## src/rtl/hit_chime_audio.sv

```systemverilog
`timescale 1ns/1ps
`default_nettype none
// ============================================================================
//  Module      : hit_chime_audio
//  Description : Four-note square-wave chime on the mono audio jack,
//                triggered (and retriggered) by a game hit strobe.
//  Revision    : 1.0  initial release
// ============================================================================
module hit_chime_audio #(
  parameter int unsigned NOTE_CYCLES = 2500000,
  parameter int unsigned HP0         = 11944,
  parameter int unsigned HP1         = 9480,
  parameter int unsigned HP2         = 7972,
  parameter int unsigned HP3         = 5972
) (
  input  logic clk,
  input  logic reset,
  input  logic hit,
  output logic chSel,
  output logic audioOut,
  output logic audioEn
);

  localparam logic [0:0]  c_IDLE     = 1'b0;
  localparam logic [0:0]  c_PLAY     = 1'b1;
  localparam logic [1:0]  c_LAST_IDX = 2'd3;
  localparam logic [31:0] c_DUR_LAST = NOTE_CYCLES - 32'd1;

  logic [0:0]  r_state;
  logic [1:0]  r_note_idx;
  logic [31:0] r_dur_cnt;
  logic [31:0] r_half_cnt;
  logic        r_audio_out;
  logic        r_audio_en;

  logic [31:0] w_hp;
  logic [31:0] w_hp_last;
  logic        w_rest;
  logic        w_note_end;

  // Note table: half-period of the current note, zero marks a rest
  always_comb begin
    w_hp = 32'(HP0);
    case (r_note_idx)
      2'd0:    w_hp = 32'(HP0);
      2'd1:    w_hp = 32'(HP1);
      2'd2:    w_hp = 32'(HP2);
      2'd3:    w_hp = 32'(HP3);
      default: w_hp = 32'(HP0);
    endcase
  end

  assign w_hp_last  = w_hp - 32'd1;
  assign w_rest     = (w_hp == 32'd0);
  assign w_note_end = (r_dur_cnt == c_DUR_LAST);

  // Chime sequencer: hit restarts, duration counter steps notes, half counter toggles the tone
  always_ff @(posedge clk) begin
    if (reset) begin
      r_state     <= c_IDLE;
      r_note_idx  <= 2'd0;
      r_dur_cnt   <= 32'd0;
      r_half_cnt  <= 32'd0;
      r_audio_out <= 1'b0;
      r_audio_en  <= 1'b0;
    end else if (hit) begin
      // A hit always (re)starts from note 0 and beats any note-end update
      r_state     <= c_PLAY;
      r_note_idx  <= 2'd0;
      r_dur_cnt   <= 32'd0;
      r_half_cnt  <= 32'd0;
      r_audio_out <= 1'b0;
      r_audio_en  <= 1'b1;
    end else if (r_state == c_PLAY) begin
      if (w_note_end) begin
        r_dur_cnt   <= 32'd0;
        r_half_cnt  <= 32'd0;
        r_audio_out <= 1'b0;
        if (r_note_idx == c_LAST_IDX) begin
          r_state    <= c_IDLE;
          r_note_idx <= 2'd0;
          r_audio_en <= 1'b0;
        end else begin
          r_note_idx <= r_note_idx + 2'd1;
        end
      end else begin
        r_dur_cnt <= r_dur_cnt + 32'd1;
        if (w_rest) begin
          r_half_cnt  <= 32'd0;
          r_audio_out <= 1'b0;
        end else if (r_half_cnt == w_hp_last) begin
          r_half_cnt  <= 32'd0;
          r_audio_out <= ~r_audio_out;
        end else begin
          r_half_cnt <= r_half_cnt + 32'd1;
        end
      end
    end
  end

  assign chSel    = 1'b0;
  assign audioOut = r_audio_out;
  assign audioEn  = r_audio_en;

endmodule
`default_nettype wire

```

## config.mk

```make
export PLATFORM = sky130hd
export DESIGN_NAME = hit_chime_audio
export DESIGN_NICKNAME = d
export VERILOG_FILES = /design/src/rtl/hit_chime_audio.sv
export SDC_FILE = /design/constraint.sdc
export NUM_CORES = 1
export LEC_CHECK = 0
export ABC_AREA = 1
export ABC_CLOCK_PERIOD_IN_PS = 4520
export BUFFER_PORTS_ARGS = -buffer_cell sky130_fd_sc_hd__buf_2
export CAP_MARGIN = 0
export CORE_MARGIN = 1
export CORE_UTILIZATION = 44
export CTS_CLUSTER_DIAMETER = 120
export CTS_CLUSTER_SIZE = 10
export DETAILED_ROUTE_END_ITERATION = 6
export HOLD_SLACK_MARGIN = 0.03
export PLACE_DENSITY = 0.55
export SETUP_SLACK_MARGIN = 0.3
export SKIP_CTS_REPAIR_TIMING = 1
export SYNTH_ARGS = -nofsm -noshare
export SYNTH_HDL_FRONTEND = slang
export SYNTH_SLANG_ARGS = --single-unit
```

## constraint.sdc

```tcl
create_clock -name clk -period 4.52 [get_ports clk]
set_input_delay 0 -clock clk [delete_from_list [all_inputs] [get_ports clk]]
set_output_delay 0 -clock clk [all_outputs]
set_load 0.01 [all_outputs]
```

### Word level (Yosys, flattened, before mapping)

Index checks and enable logic that the tools add are counted.

| storage, ports and cells | value |
|---|---|
| register bits | 69 |
| bits of input ports | 3 |
| output and inout bits | 3 |
| logic and storage cells | 43 |

| operators by class | value |
|---|---|
| add/sub/neg operators | 4 |
| reductions and logical operators | 10 |
| equal/unequal tests | 5 |
| mux-type cells | 17 |
| bitwise logic cells | 1 |

Operators by type and width:

| cell | number |
|---|---|
| 2-to-1 mux 32 bit | 4 |
| one-hot mux 32 bit (4 select lines) | 1 |
| adder 32 x 1 -> 32 bit, second input constant | 2 |
| equality test 32 x 22 -> 1 bit, second input constant | 1 |
| equality test 32 bit | 1 |
| zero test 32 bit | 1 |
| subtractor 32 x 1 -> 32 bit, second input constant | 1 |
| 2-to-1 mux 1 bit | 11 |
| nonzero test 2 bit | 3 |
| equality test 2 bit, second input constant | 2 |
| AND reduction 2 bit | 2 |
| AND reduction 3 bit | 1 |
| nonzero test 3 bit | 1 |
| adder 2 x 1 -> 2 bit, second input constant | 1 |
| equality test 2 x 1 -> 1 bit, second input constant | 1 |
| zero test 2 bit | 1 |
| 2-to-1 mux 2 bit | 1 |
| OR reduction 2 bit | 1 |
| NOT 1 bit | 1 |

### Longest topological paths before layout

| depth | value |
|---|---|
| word-level depth | 7 |
| depth in mapped cells | 15 |
| mapped depth without buffers | 15 |

### Least setup slack after synthesis

No wires, ideal clock.

| timing path | value |
|---|---|
| path type | reg-to-reg |
| start point | register r_note_idx[0] |
| end point | register r_half_cnt[23] |
| data required time | 4.405 ns |
| setup time | 0.115 ns |
| stages on the path, launching flop included | 15 |
| arrival time | 1.701 ns |
| path buffers | 1 |
| clock period less this slack | 1.816 ns |
| path slack | 2.704 ns |
| cell sequence | dfxtp_1 inv_1 ha_1 inv_1 nor2_1 nand2_1 nand2_1 nand2_1 nor2_1 nand2_1 o21bai_1 nand2_1 nand2_2 buf_6 nor2_1 |

| between the ends | value |
|---|---|
| cells in the longest elaborated chain, start to end | 7 |
| elaborated cells between the ends (all ways) | 11 |
| classes of those cells | add/sub: 1; eq/ne: 4; mux: 4; reduce/logical: 2 |

Ends and longest elaborated chain:

| element | line | text |
|---|---|---|
| from (decl) | 30 | `logic [1:0] r_note_idx;` |
| from (signal assigned) | 84 | `r_note_idx <= r_note_idx + 2'd1;` |
| equality test 2 bit (tied with other cells) | 44 | `case (r_note_idx)` |
| one-hot mux 32 bit (4 select lines) (*) | 44 |  |
| subtractor 32 x 1 -> 32 bit | 53 | `assign w_hp_last = w_hp - 32'd1;` |
| equality test 32 bit | 91 | `end else if (r_half_cnt == w_hp_last) begin` |
| 2-to-1 mux 32 bit | 91 |  |
| 2-to-1 mux 32 bit (*) | 88 | `if (w_rest) begin` |
| 2-to-1 mux 32 bit (*) | 75 | `if (w_note_end) begin` |
| to (signal assigned) | 95 | `r_half_cnt <= r_half_cnt + 32'd1;` |
| to (decl) | 32 | `logic [31:0] r_half_cnt;` |

Mark *: on every way between the ends. The rest lies on a longest branch, timed or not. The select of a mux whose other input is x is not followed.
A chain may end at the register's enable or synchronous reset.

### Worst setup path in the final report

| timing path | value |
|---|---|
| start point | register r_note_idx[0] |
| end point | register r_half_cnt[27] |

The elaborated chain is that of the path after synthesis.

==> results summary <==
The flow ran to the end, and the final reports show no timing, DRC or antenna violations. The master cell of the clock root buffer is clkbuf_8. The sequential cell area fraction in the yosys report came out at 0.325.

The initial antenna violation count is 0. The total placed instance area came out at 0.00437 mm^2. The number of placed instances with taps included is 778. The floorplan step defined a die boundary enclosing 0.0100 mm^2. The remaining antenna violation count after routing is 0. The count of standard-cell rows is 35.

From bottom edge to top edge, the die measures 100 um. From left edge to right edge, the die measures 100 um. The net switching power came out at 0.273 mW. The signal on the critical path passes through inv_1 -> ha_1 -> nor2_1 -> inv_1 -> nand2_1 -> nand2_1 -> nor2_1 -> nand3_1 -> o21bai_1 -> nand2_1 -> nand2_2 -> nor2_1. Clock skew on the completed layout was measured at 0.0111 ns. Leaving out fill and tap cells, the most frequent cells in the layout are nand2_1, nor2_1, inv_1. No sink is reached through more buffers than the 2 on the longest clock path. The average cell area after synthesis is 6.50 um^2. The first global-routing pass estimated 17800 um of wire.

The final count of pins violating max slew came out at 0. The aggregate global routing overflow is 0. The library cell used most frequently in the layout, excluding fill and tap cells, is nand2_1. The headroom to the max-slew limit is 0.600. Counting distinct cell types in the post-synthesis netlist gives 40.

The total number of yosys warnings came out at 0. The hold-critical path depth came out at 3. The final number of hold-violating endpoints is 0. The pre-antenna-repair detailed-routing pass consisted of 4 iterations. Hold timing on the final database bottoms out at a slack of 0.359 ns. The share of total power in the clock network is 0.424. The number of nets in the layout is 674. The master of the slowest instance on the critical path is nand2_2. The largest net degree at the start of global routing is 31. Clock-pin slew was measured on the worst setup and hold paths at 0.08 ns. For this block, the routed nets add up to 10300 um of wire. The post-route total power is 1.12 mW. Yosys attributes the largest share of cell area to dfxtp_1, nand2_1, nor2_1, inv_1, xor2_1. Prior to clock tree synthesis, the placed netlist has a worst setup slack of 2.13 ns. The transition time at the pin with the least slew margin is 0.598 ns.

The gate count after technology mapping came out at 653. Detailed placement ended at an HPWL of 7790 um. The path class of the tightest hold or removal check is primary input to flop. The worst endpoint required time came out at 4.74 ns. For this design the ratio of total power to cell area is 245 mW/mm^2. The maximum clock frequency is 0.419 GHz. The critical path in this run is classified as flop to flop.

TritonCTS built the clock tree. The total of buffers placed on input and output ports is 4. After detailed routing, the met2 layer carries 5100 um of wire.

The top cell type's share of synthesized area came out at 0.325. The fraction of power consumed by sequential logic is 0.546. Grouping stages by cell kind, the critical path spends the most delay in simple AND/OR/NAND/NOR gates. The final standard cell utilization of the core is 0.493.

From synthesis to final layout, the design area changed by 7.75%. The combinational cell fraction of total power is 0.030. The cell area that synthesis handed to floorplanning was 0.00425 mm^2. The worst path setup slack after routing is 2.13 ns. Of all nets on the critical path, the largest fanout is 30. The met3 wirelength from detailed routing is 227 um. The clock reaches the later pin of the worst-skew pair after 0.36 ns. The via count of the first global-routing pass came out at 3783.

Adding up every negative setup slack in the final design gives 0 ns. The logic depth of the worst path, buffers included is 12. The number of nets in the synthesized netlist is 664. The count of pins on the block boundary is 6. The average wire length per cell after detail routing is 12.9 um. The weighted congestion at the end of routability-driven global placement is 0.870. The met1 routed wirelength after detailed routing came out at 4710 um.

The cell count of the worst reg-to-reg path is 12. The final cycle utilization of the critical path is 0.528. In the routed design, unresolved DRC markers number 0.

The share of total power consumed by net switching came out at 0.244. Setup violations remaining at the end of the flow were counted as 0. The worst-case IR drop observed on VDD is 0.120 mV.

Counting the buffers created by CTS gives 9. The initial core utilization came out at 0.457. The area of the placeable core is 0.00928 mm^2. The number of vias per cell after detailed routing came out at 4.86. The post-layout instance area came out at 0.00457 mm^2. The synthesized design spends more area on one cell type than any other, namely dfxtp_1. The time the final worst path needs with I/O delays and setup came out at 2.39 ns.

The static leakage is 1.60 nW. The max-cap check violation count is 0. The tree built by TritonCTS fans out to 69 sinks. The internal portion of total power came out at 0.847 mW. After synthesis the netlist holds a flip-flop and latch count of 69.

Setup repair after global routing left no endpoint under its margin. The critical path launch point type is a flop. Signal routing reaches up to met4. The number of levels in the clock H-tree came out at 3. The element type at the critical path end is a flop. The non-filler instance count after layout came out at 797. The overall via count from detail_route is 3875.

The share of post-route cells with drive strength above 1 came out at 0.0913. The number of antenna repair diodes came out at 0. The DRC marker count from the first detailed-route iteration is 112. The combined global-route utilization of all metal layers is 0.228.

The delay of the slowest cell on the worst path came out at 0.46 ns. Together, buffers and inverters on the worst path number 2. The data arrival at the endpoint of the critical path came out at 2.60 ns.
==> routing by layer <==
| metal | global-route usage | vias up |
|---|---|---|
| met4 | 0.0780 | 0 |
| li1 | - | 2081 |
| met5 | 0 | - |
| met3 | 0.0508 | 17 |
| met1 | 0.266 | 1737 |
| met2 | 0.410 | 40 |
==> worst min-delay path, delay by kind of cell <==
family	cells	cell delay (ns)
AO/OA/AOI/OAI	1	0.04
buffers and inverters	2	0.64
==> final cells by class <==
type	count	area, um^2
repair buffers	8	57.6
fillers	1000	4710
clock buffers	13	159
clock inverters	3	20.0
inverters	78	293
well taps	129	161
multi-input cells	497	2500
flip-flops and latches	69	1380
==> final timing paths <==
kind	start	to	slack [ns]
setup / recovery	r_note_idx[0]	r_half_cnt[27]	2.13
setup reg to reg	r_note_idx[0]	r_half_cnt[27]	2.13
hold / removal	reset	r_state	0.36
hold reg to reg	r_half_cnt[1]	r_half_cnt[1]	0.49
==> synth_stat cells, drive strengths merged <==
library cell / n
nand4: 15
xnor2: 6
nor2: 162
nor4: 1
o22ai: 1
a221oi: 1
dfxtp: 69
conb: 1
o21ai: 9
o21bai: 1
inv: 78
clkbuf: 2
xor2: 29
nand3: 36
a21oi: 19
ha: 8
nand3b: 1
nand2: 155
a211oi: 4
nor3: 40
o21a: 2
or2: 1
nor3b: 3
and3: 2
buf: 7
==> state kept, by name, indices dropped and copies added, names as in the netlist <==
| register | cells |
|---|---|
| r_note_idx | 2 |
| r_dur_cnt | 32 |
| r_half_cnt | 32 |
| audioOut | 1 |
| audioEn | 1 |
| r_state | 1 |
==> power groups by stage <==
| stage | Combinational (mW) | Clock, mW | Sequential [mW] |
|---|---|---|---|
| after global routing | 0.0378 | 0.530 | 0.612 |
| after floorplan | 0.0255 | 0 | 0.626 |
| final | 0.0335 | 0.475 | 0.612 |
| after global placement | 0.0315 | 0 | 0.626 |
| after detailed placement | 0.0315 | 0 | 0.626 |
| after CTS | 0.0316 | 0.502 | 0.611 |
==> kinds of logic after synthesis <==
| family | synth area share |
|---|---|
| xor+xnor | 0.0722 |
| other cells | 0.000883 |
| simple gates | 0.444 |
| compound gates | 0.0489 |
| fa+ha+maj | 0.0236 |
| buf+inv | 0.0852 |
| flops | 0.325 |
Note: power is estimated with default switching activity, not from simulation.
